==> src/rtl/rejestr_wyniku.sv <==
// Result output stage: 2-entry buffer with per-entry status flags.
// Define REJESTR_WYNIKU_ERR_COUNTER_EN to build the saturating error counter.
module rejestr_wyniku #(
    parameter int BITS     = 32,
    parameter int CNT_BITS = 8
) (
    input  logic                i_clk,
    input  logic                i_rst_n,
    input  logic                i_valid,
    output logic                o_ready,
    input  logic [BITS-1:0]     i_result,
    input  logic                i_error,
    output logic                o_valid,
    input  logic                i_ready,
    output logic [BITS-1:0]     o_result,
    output logic [3:0]          o_flags,
    output logic [CNT_BITS-1:0] o_err_count,
    input  logic                i_clr_count
);

    typedef enum logic [1:0] {
        EMPTY,
        ONE,
        FULL
    } state_t;

    state_t          state_q;
    state_t          state_d;
    logic [BITS-1:0] head_res_q;
    logic [BITS-1:0] tail_res_q;
    logic [3:0]      head_flg_q;
    logic [3:0]      tail_flg_q;
    logic            push;
    logic            pop;
    logic [3:0]      in_flags;

    assign o_ready  = (state_q != FULL);
    assign o_valid  = (state_q != EMPTY);
    assign push     = i_valid && o_ready;
    assign pop      = o_valid && i_ready;
    assign in_flags = {i_error, ^i_result, i_result[BITS-1], i_result == '0};

    always_ff @(posedge i_clk or negedge i_rst_n) begin
        if (!i_rst_n) state_q <= EMPTY;
        else          state_q <= state_d;
    end

    always_comb begin
        state_d = state_q;
        unique case (state_q)
            EMPTY: if (push) state_d = ONE;
            ONE: begin
                if (push && !pop)      state_d = FULL;
                else if (pop && !push) state_d = EMPTY;
            end
            FULL:    if (pop) state_d = ONE;
            default: state_d = EMPTY;
        endcase
    end

    // Head is cleared on drain so the outputs read zero while empty.
    always_ff @(posedge i_clk or negedge i_rst_n) begin
        if (!i_rst_n) begin
            head_res_q <= '0;
            head_flg_q <= '0;
            tail_res_q <= '0;
            tail_flg_q <= '0;
        end else begin
            unique case (state_q)
                EMPTY: begin
                    if (push) begin
                        head_res_q <= i_result;
                        head_flg_q <= in_flags;
                    end
                end
                ONE: begin
                    if (push && pop) begin
                        head_res_q <= i_result;
                        head_flg_q <= in_flags;
                    end else if (push) begin
                        tail_res_q <= i_result;
                        tail_flg_q <= in_flags;
                    end else if (pop) begin
                        head_res_q <= '0;
                        head_flg_q <= '0;
                    end
                end
                FULL: begin
                    if (pop) begin
                        head_res_q <= tail_res_q;
                        head_flg_q <= tail_flg_q;
                    end
                end
                default: begin
                    head_res_q <= '0;
                    head_flg_q <= '0;
                end
            endcase
        end
    end

    assign o_result = head_res_q;
    assign o_flags  = head_flg_q;

`ifdef REJESTR_WYNIKU_ERR_COUNTER_EN
    logic [CNT_BITS-1:0] cnt_q;
    localparam logic [CNT_BITS-1:0] CNT_ONE = {{(CNT_BITS-1){1'b0}}, 1'b1};

    always_ff @(posedge i_clk or negedge i_rst_n) begin
        if (!i_rst_n)
            cnt_q <= '0;
        else if (i_clr_count)
            cnt_q <= '0;
        else if (push && i_error && (cnt_q != '1))
            cnt_q <= cnt_q + CNT_ONE;
    end

    assign o_err_count = cnt_q;
`else
    logic unused_clr;
    assign unused_clr  = i_clr_count;
    assign o_err_count = '0;
`endif

endmodule

==> config.mk <==
export PLATFORM = sky130hd
export DESIGN_NAME = rejestr_wyniku
export DESIGN_NICKNAME = d
export VERILOG_FILES = /design/src/rtl/rejestr_wyniku.sv
export SDC_FILE = /design/constraint.sdc
export NUM_CORES = 1
export LEC_CHECK = 0
export BUFFER_PORTS_ARGS = -buffer_cell sky130_fd_sc_hd__buf_4
export CAP_MARGIN = 20
export CELL_PAD_IN_SITES_DETAIL_PLACEMENT = 2
export CELL_PAD_IN_SITES_GLOBAL_PLACEMENT = 2
export CORE_MARGIN = 5
export CORE_UTILIZATION = 33
export DETAILED_ROUTE_END_ITERATION = 8
export PLACE_DENSITY_LB_ADDON = 0.12
export SETUP_SLACK_MARGIN = 0.1
export SLEW_MARGIN = 5
export SYNTH_ARGS = -nofsm -noshare
export SYNTH_HDL_FRONTEND = slang
export SYNTH_SLANG_ARGS = --single-unit
export TNS_END_PERCENT = 30
==> constraint.sdc <==
create_clock -name i_clk -period 3.7 [get_ports i_clk]
set_input_delay 0.185 -clock i_clk [delete_from_list [all_inputs] [get_ports i_clk]]
set_output_delay 0.185 -clock i_clk [all_outputs]
set_load 0.02 [all_outputs]
==> key figures, run 1 <==
Outcome
  • Status: finished with violations
  • Failing checks: negative hold slack

Floorplanning
  • Die Wd: 115 um
  • Io pins: 84
  • Std-Cell Rows: 38
  • Initial Util: 33.6%
  • Die area: 13,200 sq um
  • Core area: 10,800 sq um
  • Die Ht: 115 um

STA
  • RSZ-0062 raised after global routing: false
  • Period utilization: 70.0%
  • Clock Skews: 0.00678 ns
  • Max-slew violations: 0
  • Final setup TNS: 0 ns
  • Min Hold Slack: -0.0226 ns
  • Post-layout minimum cycle time: 2.59 ns
  • Final setup margin: 1.11 ns
  • Max_slew headroom: 36.8%
  • Worst slew pin tran: 0.948 ns
  • F_max: 386 MHz
  • Final Hold Vio Count: 43
  • Setup violations, final: 0

Setup path
  • Worst Setup Path Type: flop to flop
  • Required time of the critical path: 3.97 ns
  • Reg2Reg Setup Slack: 1.11 ns
  • CP Max Fanout: 25
  • Crit start category: flop
  • Crit. End Element: flop
  • CP arrival: 2.86 ns

CTS
  • Clock Tree Buf Depth: 2
  • Post_cts resized: 0
  • CTS Sinks: 72
  • Clock slew at reported path FFs: 0.08 ns
  • H-Tree Depth: 3
  • Worst-Skew Late Latency: 0.36 ns
  • Num CTS Buffers: 9
  • # hold bufs at CTS: 0
  • # Post-CTS Setup Buffers: 0
  • Root Driver: clkbuf_8
  • Clock tree from TritonCTS: built

Yosys
  • Most common cell in the netlist: dfrtp_1
  • Synth Flop Type: dfrtp_1
  • Simple-gate share of the synthesized area: 9.65%
  • Count of state elements after synthesis: 72
  • Library cells used by synthesis: 30
  • Syn Inst Count: 366
  • XOR/XNOR share of the synthesized area: 3.61%
  • Ys async rst share: 100%
  • Ys Warns: 0
  • Post-synthesis adder-cell area fraction: 6.18%
  • Post-synthesis compound-gate area fraction: 21.5%
  • Top cells by area in the synthesized netlist: dfrtp_1 49%, nand2_1 7.2%, o21ai_2 7.2%, a22oi_1 7.0%, ha_1 6.2%
  • Syn Area/Cell: 9.95 sq um
  • Top-area cell type share of the netlist area: 49.5%
  • Leading area contributor after synthesis: dfrtp_1
  • Post-synth EDFFs: 0
  • Synthesized area: 3640 sq um
  • Post-synthesis sequential area ratio: 49.5%
  • Combinational family with the most area after synthesis: compound AO/OA/AOI/OAI gates
  • Multiplexer area fraction after synthesis: 0.618%
  • Commonest cells post-synth: 72 x dfrtp_1, 70 x nand2_1, 38 x o21ai_0, 35 x inv_1, 34 x a22oi_1

Finish
  • Synth-to-Final Area Change: 22.6%
  • NumNets Final: 491
  • Layout cell share with drive strength beyond 1: 30.7%
  • Inserted Diodes: 0

Drt
  • WL/cell: 17.2 um
  • DRC: 0
  • Via/cell ratio: 4.98
  • Vias: 2,890
  • Initial DRC count: 68
  • Total Wirelength: 9950 um
  • Drt pass-1 iters: 4
  • Post-route ant nets: 0

Power and ir drop
  • Pleak: 2.22 nW
  • Seq pwr share: 35.8%
  • Sw power: 1.60 mW
  • Clock network power share: 16.5%
  • Cell Pwr Density: 827 nW/um^2
  • Int Power: 2.10 mW
  • Total Power: 3.69 mW
  • Logic pwr share: 47.7%
  • Switching share of total power: 43.2%
  • VDD IR max: 0.466 mV

Global routing
  • Vias in the first global route: 3,206
  • Pin count of the biggest net entering global routing: 73
  • Gr ovfl total: 0
  • First-pass GRT wire length: 16,500 um
  • GRT Resource Usage Total: 16.0%
  • Antenna violations before repair: 0

Placement
  • IO Port Bufs: 74
  • Setup WS pre-CTS: 1.05 ns
  • DP Wirelength: 6850 um
  • Routability cong.: 0.704

Flow run
  • Max Cap Viol: 0

Hold path
  • Worst Hold Class: primary input to asynchronous set/reset pin
==> critical path: stages, from the launching register on <==
cell and delay, ns:
dfrtp_1 0.52, nor2b_2 0.23, inv_2 0.11, and2_1 0.16, ha_1 0.17, inv_1 0.07
a21oi_4 0.67, buf_4 0.32, a22oi_1 0.08, o21ai_0 0.17
==> state kept, by name (all words and copies together) (netlist names) <==
name        cells
o_result       31
state_q         2
o_flags         4
tail_res_q     31
tail_flg_q      4
==> path summary, 6_finish.rpt <==
kind / cells after the start / to / startpoint
worst max register to register: 9 / o_result[23] / state_q[1]
min in group i_clk: 2 / tail_flg_q[3] / i_error
max in group asynchronous: 1 / tail_flg_q[3] / i_rst_n
worst min-delay path: 1 / o_result[20] / i_rst_n
worst min register to register: 2 / o_result[27] / o_result[27]
worst max-delay path: 9 / o_result[23] / state_q[1]
==> kinds of logic after synthesis <==
kind of cell               count (synthesis)
buffers and inverters                     67
and+or+nand+nor                           83
xor gates and xnor gates                  15
AOI/OAI and AO/OA                        108
muxes                                      2
DFF                                       72
adders and majority gates                 18
other                                      1
==> power groups by stage <==
stage,sequential (mW),combinational (mW),clock [mW]
after global routing,1.37,1.95,0.665
after CTS,1.33,1.81,0.637
final,1.32,1.76,0.611
after floorplan,1.45,1.09,0
after global placement,1.32,1.75,0
after detailed placement,1.34,1.80,0
==> area by class of cell <==
class | instances | area, sq um
repair buffers | 82 | 616
multi-input cells | 234 | 1560
flip-flops and latches | 72 | 1800
well taps | 140 | 175
fillers | 1220 | 6370
clock inverters | 4 | 45.0
inverters | 36 | 135
clock buffers | 12 | 135
==> metrics by stage <==
stage / instance area (sq um) / utilization (%) / std cells
after floorplan: 3670 / - / 373
after global placement: 4290 / 39.5 / 564
after detailed placement: 4290 / 39.5 / 564
after CTS: 4470 / 41.2 / 580
after global routing: 4470 / 41.2 / 580
final: 4470 / 41.2 / 580
==> layout by cell type, fill, tap and decap left out <==
master	count
o22ai_1	1
nand4b_1	1
xor2_1	2
or2_2	1
buf_4	82
o21ai_0	38
a22oi_1	34
nand4_1	4
o32ai_4	1
a21oi_4	1
o21ai_2	30
a21o_4	1
nor2b_2	1
nor4_1	1
xnor2_1	13
nand3b_1	1
inv_1	35
nor2_1	1
nand2_1	70
and2_1	1
ha_1	18
o311ai_2	1
nor3b_2	1
dfrtp_1	72
nor2b_1	1
mux2_2	2
conb_1	8
bufinv_16	1
clkinv_2	3
clkbuf_1	3
a21oi_1	1
inv_2	1
clkbuf_8	9
==> layer usage <==
layer | GRT usage [%] | vias up | share of wire [%]
li1 | - | 1360 | -
met1 | 20.4 | 1453 | 44
met2 | 26.7 | 60 | 50
met3 | 3.16 | 17 | 4.1
met4 | 6.42 | 0 | 1.7
met5 | 0 | - | 0
Note: power is estimated with default switching activity, not from simulation.
==> inputs of run 2 (changes only) <==
clock period = 2.4 ns   (was 3.7 ns; I/O delays follow)
==> run 2 against run 1 <==
  * The flow now finishes without violations
  * Maximum frequency is 16% higher
  * Global-route usage hardly changed
  * Clock skew hardly changed
  * Critical path type unchanged
  * Die area stayed put
  * Non-clock buffer count is 11 higher
  * Via count is 1.9% higher
  * Critical path depth is 1 higher
  * Routed wire length is 6.7% higher
==> key figures, run 2 (synthesis gave the netlist of run 1 again) <==
Flow run
  • Max Cap Viol: 0

Drt
  • Post-route ant nets: 0
  • Drt pass-1 iters: 4
  • WL/cell: 18.0 um
  • Initial DRC count: 124
  • Total Wirelength: 10,600 um
  • Via/cell ratio: 4.98
  • Vias: 2,946
  • DRC: 0

Power and ir drop
  • Sw power: 2.64 mW
  • Logic pwr share: 52.6%
  • Int Power: 3.60 mW
  • Pleak: 2.33 nW
  • Cell Pwr Density: 1330 nW/um^2
  • Seq pwr share: 32.2%
  • Clock network power share: 15.2%
  • Total Power: 6.24 mW
  • VDD IR max: 0.858 mV
  • Switching share of total power: 42.3%

Setup path
  • CP Max Fanout: 8
  • Crit. End Element: flop
  • CP arrival: 2.49 ns
  • Crit start category: flop
  • Worst Setup Path Type: flop to flop
  • Required time of the critical path: 2.65 ns
  • Crit path cell chain: nor2b_2, inv_2, and2_4, ha_2, nor2_2, nor3b_2, o32ai_4, a21o_4, buf_4, o311ai_4
  • Worst path slowest cell: dfrtp_2
  • Worst path max stage delay: 0.42 ns

CTS
  • Clock tree from TritonCTS: built
  • CTS Sinks: 72
  • Num CTS Buffers: 9
  • Clock Tree Buf Depth: 2
  • H-Tree Depth: 3
  • Clock slew at reported path FFs: 0.08 ns
  • Root Driver: clkbuf_8
  • Worst-Skew Late Latency: 0.35 ns

Floorplanning
  • Die Wd: 115 um
  • Die Ht: 115 um
  • Io pins: 84
  • Core area: 10,800 sq um
  • Std-Cell Rows: 38
  • Initial Util: 33.6%
  • Die area: 13,200 sq um

STA
  • Max_slew headroom: 34.6%
  • Worst slew pin tran: 0.981 ns
  • Post-layout minimum cycle time: 2.23 ns
  • Clock Skews: 0.00665 ns
  • Max-slew violations: 0
  • Final setup TNS: 0 ns
  • Min Hold Slack: 0.0446 ns
  • RSZ-0062 raised after global routing: true
  • Final setup margin: 0.166 ns
  • Period utilization: 93.1%
  • F_max: 448 MHz
  • Final Hold Vio Count: 0
  • Setup violations, final: 0

Finish
  • Most frequent cells in the layout: 84 x buf_4, 70 x dfrtp_1, 69 x nand2_1
  • Most common cell after layout, fill and taps aside: buf_4
  • Inserted Diodes: 0
  • Synth-to-Final Area Change: 28.7%
  • NumNets Final: 502
  • Layout cell share with drive strength beyond 1: 34.1%

Global routing
  • Gr ovfl total: 0
  • First-pass GRT wire length: 16,600 um
  • GRT Resource Usage Total: 16.0%
  • Vias in the first global route: 3,206
  • Antenna violations before repair: 0
  • Pin count of the biggest net entering global routing: 73

Placement
  • Setup WS pre-CTS: 0.153 ns
  • DP Wirelength: 6960 um
  • Routability cong.: 0.687
  • IO Port Bufs: 74

Outcome
  • Status: completed

Hold path
  • Worst Hold Class: primary input to flop
[run 2: final cells by class]
class                      instances  area (sq um)
multi-input combinational        234          1580
tap                              140           175
timing repair buffer              93           807
clock buffer                       9           124
clock inverter                     7          62.6
inverter                          36           135
sequential                        72          1800
fill                            1205          6150
[run 2: metrics by stage]
step / cells / instance area, sq um / utilization [%]
2_1_floorplan: 373 / 3670 / -
3_3_place_gp: 565 / 4340 / 40.1
3_5_place_dp: 565 / 4340 / 40.1
4_1_cts: 582 / 4540 / 41.9
5_1_grt: 591 / 4690 / 43.2
6_report: 591 / 4690 / 43.2
[run 2: worst max-delay path, delay by kind of cell, from the launching register on]
kind / cells / cell delay [ns]
AOI/OAI and AO/OA: 3 / 0.68
and+or+nand+nor: 4 / 0.61
DFF: 1 / 0.42
buffers and inverters: 2 / 0.25
adders and majority gates: 1 / 0.19
[run 2: path summary, 6_finish.rpt]
| check | from | end | slack (ns) | cells past startpoint |
|---|---|---|---|---|
| min in group asynchronous | i_rst_n | state_q[1] | 0.48 | 2 |
| max in group asynchronous | i_rst_n | state_q[0] | 1.26 | 2 |
| worst min-delay path | i_error | tail_flg_q[3] | 0.04 | 2 |
| worst max-delay path | state_q[1] | o_flags[2] | 0.17 | 10 |
| worst max register to register | state_q[1] | o_flags[2] | 0.17 | 10 |
| worst min register to register | o_result[4] | o_result[4] | 0.48 | 2 |
[run 2: metal layers]
| metal | share of wire [%] | wire, um | vias up | global-route usage (%) |
|---|---|---|---|---|
| met5 | 0 | 0 | - | 0 |
| met4 | 1.1 | 114 | 0 | 4.15 |
| met3 | 4.1 | 439 | 8 | 3.53 |
| met2 | 50 | 5300 | 66 | 27.4 |
| met1 | 45 | 4760 | 1492 | 20.5 |
| li1 | - | - | 1380 | - |
[run 2: power by group through the flow]
| stage | logic [mW] | registers (mW) | clock network, mW |
|---|---|---|---|
| floorplan | 1.67 | 2.23 | 0 |
| global placement | 2.90 | 2.01 | 0 |
| detailed placement | 2.98 | 2.04 | 0 |
| CTS | 3.00 | 2.02 | 0.981 |
| global route | 3.59 | 2.08 | 1.03 |
| finish | 3.28 | 2.01 | 0.949 |
[run 2: repair_timing]
| action | 4_1_cts | 5_1_grt |
|---|---|---|
| endpoints found under the hold margin | 72 | 0 |
| setup endpoints to repair | 0 | 35 |
| setup buffers | 0 | 6 |
| hold buffers | 1 | 0 |
| resized for setup | 0 | 9 |
==> inputs of run 3 (changes only) <==
RECOVER_POWER = 100   (was unset)
==> run 3 against run 2 <==
  * Sequential share of layout area increased by 1.3 points
  * Register-to-register slack about the same
  * Utilization fell by 1.4 points
  * Power down 3.4%
  * Via count shrank 0.14%
  * Sequential power barely moved
  * Worst hold slack got worse by 0.00053 ns
  * Routed wire length about the same
  * The run now ends with max-capacitance violations, max-slew violations left
  * Die area did not move
  * Clock power about the same
  * Largest cell class unchanged
  * Critical path type unchanged
  * Cell area shrank 3.1%
  * Global-route usage unchanged
  * Largest power group unchanged
==> key figures, run 3 (synthesis gave the netlist of run 1 again) <==
Outcome
  • Status: finished with violations
  • Failing checks: max-capacitance violations, max-slew violations

STA
  • Max_slew headroom: -14.5%
  • Period utilization: 92.6%
  • Final Hold Vio Count: 0
  • Max-slew violations: 73
  • Final setup TNS: 0 ns
  • Worst slew pin tran: 1.72 ns
  • Post-layout minimum cycle time: 2.22 ns
  • Clock Skews: 0.00662 ns
  • F_max: 450 MHz
  • Setup violations, final: 0
  • RSZ-0062 raised after global routing: true
  • Final setup margin: 0.177 ns

CTS
  • H-Tree Depth: 3
  • Clock Tree Buf Depth: 2
  • Num CTS Buffers: 9
  • Clock slew at reported path FFs: 0.08 ns
  • Clock tree from TritonCTS: built
  • CTS Sinks: 72
  • Worst-Skew Late Latency: 0.35 ns
  • Root Driver: clkbuf_8

Setup path
  • Crit start category: flop
  • Required time of the critical path: 2.62 ns
  • Worst Setup Path Type: flop to flop
  • Worst path slowest cell: dfrtp_2
  • Crit path cell chain: nor2b_1, inv_2, and2_4, ha_2, nor2_2, nor3b_2, o32ai_4, a21o_4, clkbuf_1, o311ai_4
  • WP buf/inv: 2
  • Top delay family on crit path: compound AO/OA/AOI/OAI gates
  • Worst path max stage delay: 0.42 ns
  • CP Max Fanout: 8
  • Crit. End Element: flop
  • CP arrival: 2.45 ns

Floorplanning
  • Core area: 10,800 sq um
  • Die Ht: 115 um
  • Std-Cell Rows: 38
  • Die Wd: 115 um
  • Die area: 13,200 sq um
  • Initial Util: 33.6%
  • Io pins: 84

Finish
  • Util after Layout: 41.9%
  • Finished layout cell area: 4540 sq um
  • Layout cell share with drive strength beyond 1: 25.5%
  • Inserted Diodes: 0
  • Most frequent cells in the layout: 70 x dfrtp_1, 69 x nand2_1, 45 x buf_4
  • NumNets Final: 502
  • Synth-to-Final Area Change: 24.7%
  • Most common cell after layout, fill and taps aside: dfrtp_1

Global routing
  • Vias in the first global route: 3,206
  • GRT Resource Usage Total: 16.0%
  • Pin count of the biggest net entering global routing: 73
  • Antenna violations before repair: 0
  • Gr ovfl total: 0
  • First-pass GRT wire length: 16,600 um

Drt
  • Initial DRC count: 129
  • Via/cell ratio: 4.98
  • Total Wirelength: 10,600 um
  • DRC: 0
  • Post-route ant nets: 0
  • Drt pass-1 iters: 4
  • Vias: 2,942
  • WL/cell: 17.9 um

Power and ir drop
  • Total Power: 6.03 mW
  • Seq pwr share: 33.2%
  • VDD IR max: 0.834 mV
  • Logic pwr share: 51.1%
  • Cell Pwr Density: 1330 nW/um^2
  • Clock network power share: 15.7%
  • Sw power: 2.63 mW
  • Switching share of total power: 43.7%
  • Int Power: 3.40 mW
  • Pleak: 2.18 nW

Placement
  • Routability cong.: 0.687
  • DP Wirelength: 6960 um
  • IO Port Bufs: 74
  • Setup WS pre-CTS: 0.153 ns
  • Placed Area: 4340 sq um

Hold path
  • Worst Hold Class: primary input to flop

Flow run
  • Max Cap Viol: 1
==> run 3: changes by cell type in the layout (fill, tap and decap cells not counted), sizes merged <==
cell    before  now
clkbuf      12   50
buf         89   51
==> run 3: cell type report <==
cell class / instances / area, sq um
clock buffer: 9 / 124
clock inverter: 7 / 62.6
fill: 1233 / 6300
inverter: 36 / 135
multi-input combinational: 234 / 1580
sequential: 72 / 1800
tap: 140 / 175
timing repair buffer: 93 / 662
==> run 3: metal layers <==
metal  share of wire (%)  GRT usage (%)  up-vias
li1                    -              -     1379
met1                  45           20.5     1493
met2                  50           27.4       62
met3                 4.1           3.53        8
met4                 1.1           4.15        0
met5                   0              0        -
==> run 3: worst reg2reg max path: cells and delay by family, from the launching register on <==
family	cells	cell delay, ns
compound gates	3	0.71
simple gates	4	0.54
flops	1	0.42
buf+inv	2	0.26
fa+ha+maj	1	0.18
==> run 3: repair_timing <==
action                                 4_1_cts  5_1_grt
resized for setup                            0        9
endpoints found under the hold margin       72        0
setup endpoints to repair                    0       35
setup buffers                                0        6
hold buffers                                 1        0
==> run 3: power by group through the flow <==
stage               sequential (mW)  combinational (mW)  clock, mW
floorplan                      2.23                1.67          0
global placement               2.01                2.90          0
detailed placement             2.04                2.98          0
CTS                            2.02                3.00      0.981
global route                   2.07                3.38       1.03
finish                         2.00                3.08      0.949
==> run 3: stage by stage <==
step / std cells / hold slack (ns)
2_1_floorplan: 373 / -0.176
3_3_place_gp: 565 / 0.356
5_1_grt: 591 / 0.0320
6_report: 591 / 0.0441
3_5_place_dp: 565 / 0.354
4_1_cts: 582 / 0.00854
==> run 3: final timing paths <==
kind	startpoint	endpoint	slack, ns	cells past startpoint
min in group asynchronous	i_rst_n	state_q[1]	0.79	2
max in group asynchronous	i_rst_n	state_q[0]	0.50	2
setup / recovery	state_q[0]	o_flags[2]	0.18	10
hold reg to reg	o_result[26]	o_result[26]	0.48	2
hold / removal	i_error	tail_flg_q[3]	0.04	2
setup reg to reg	state_q[0]	o_flags[2]	0.18	10
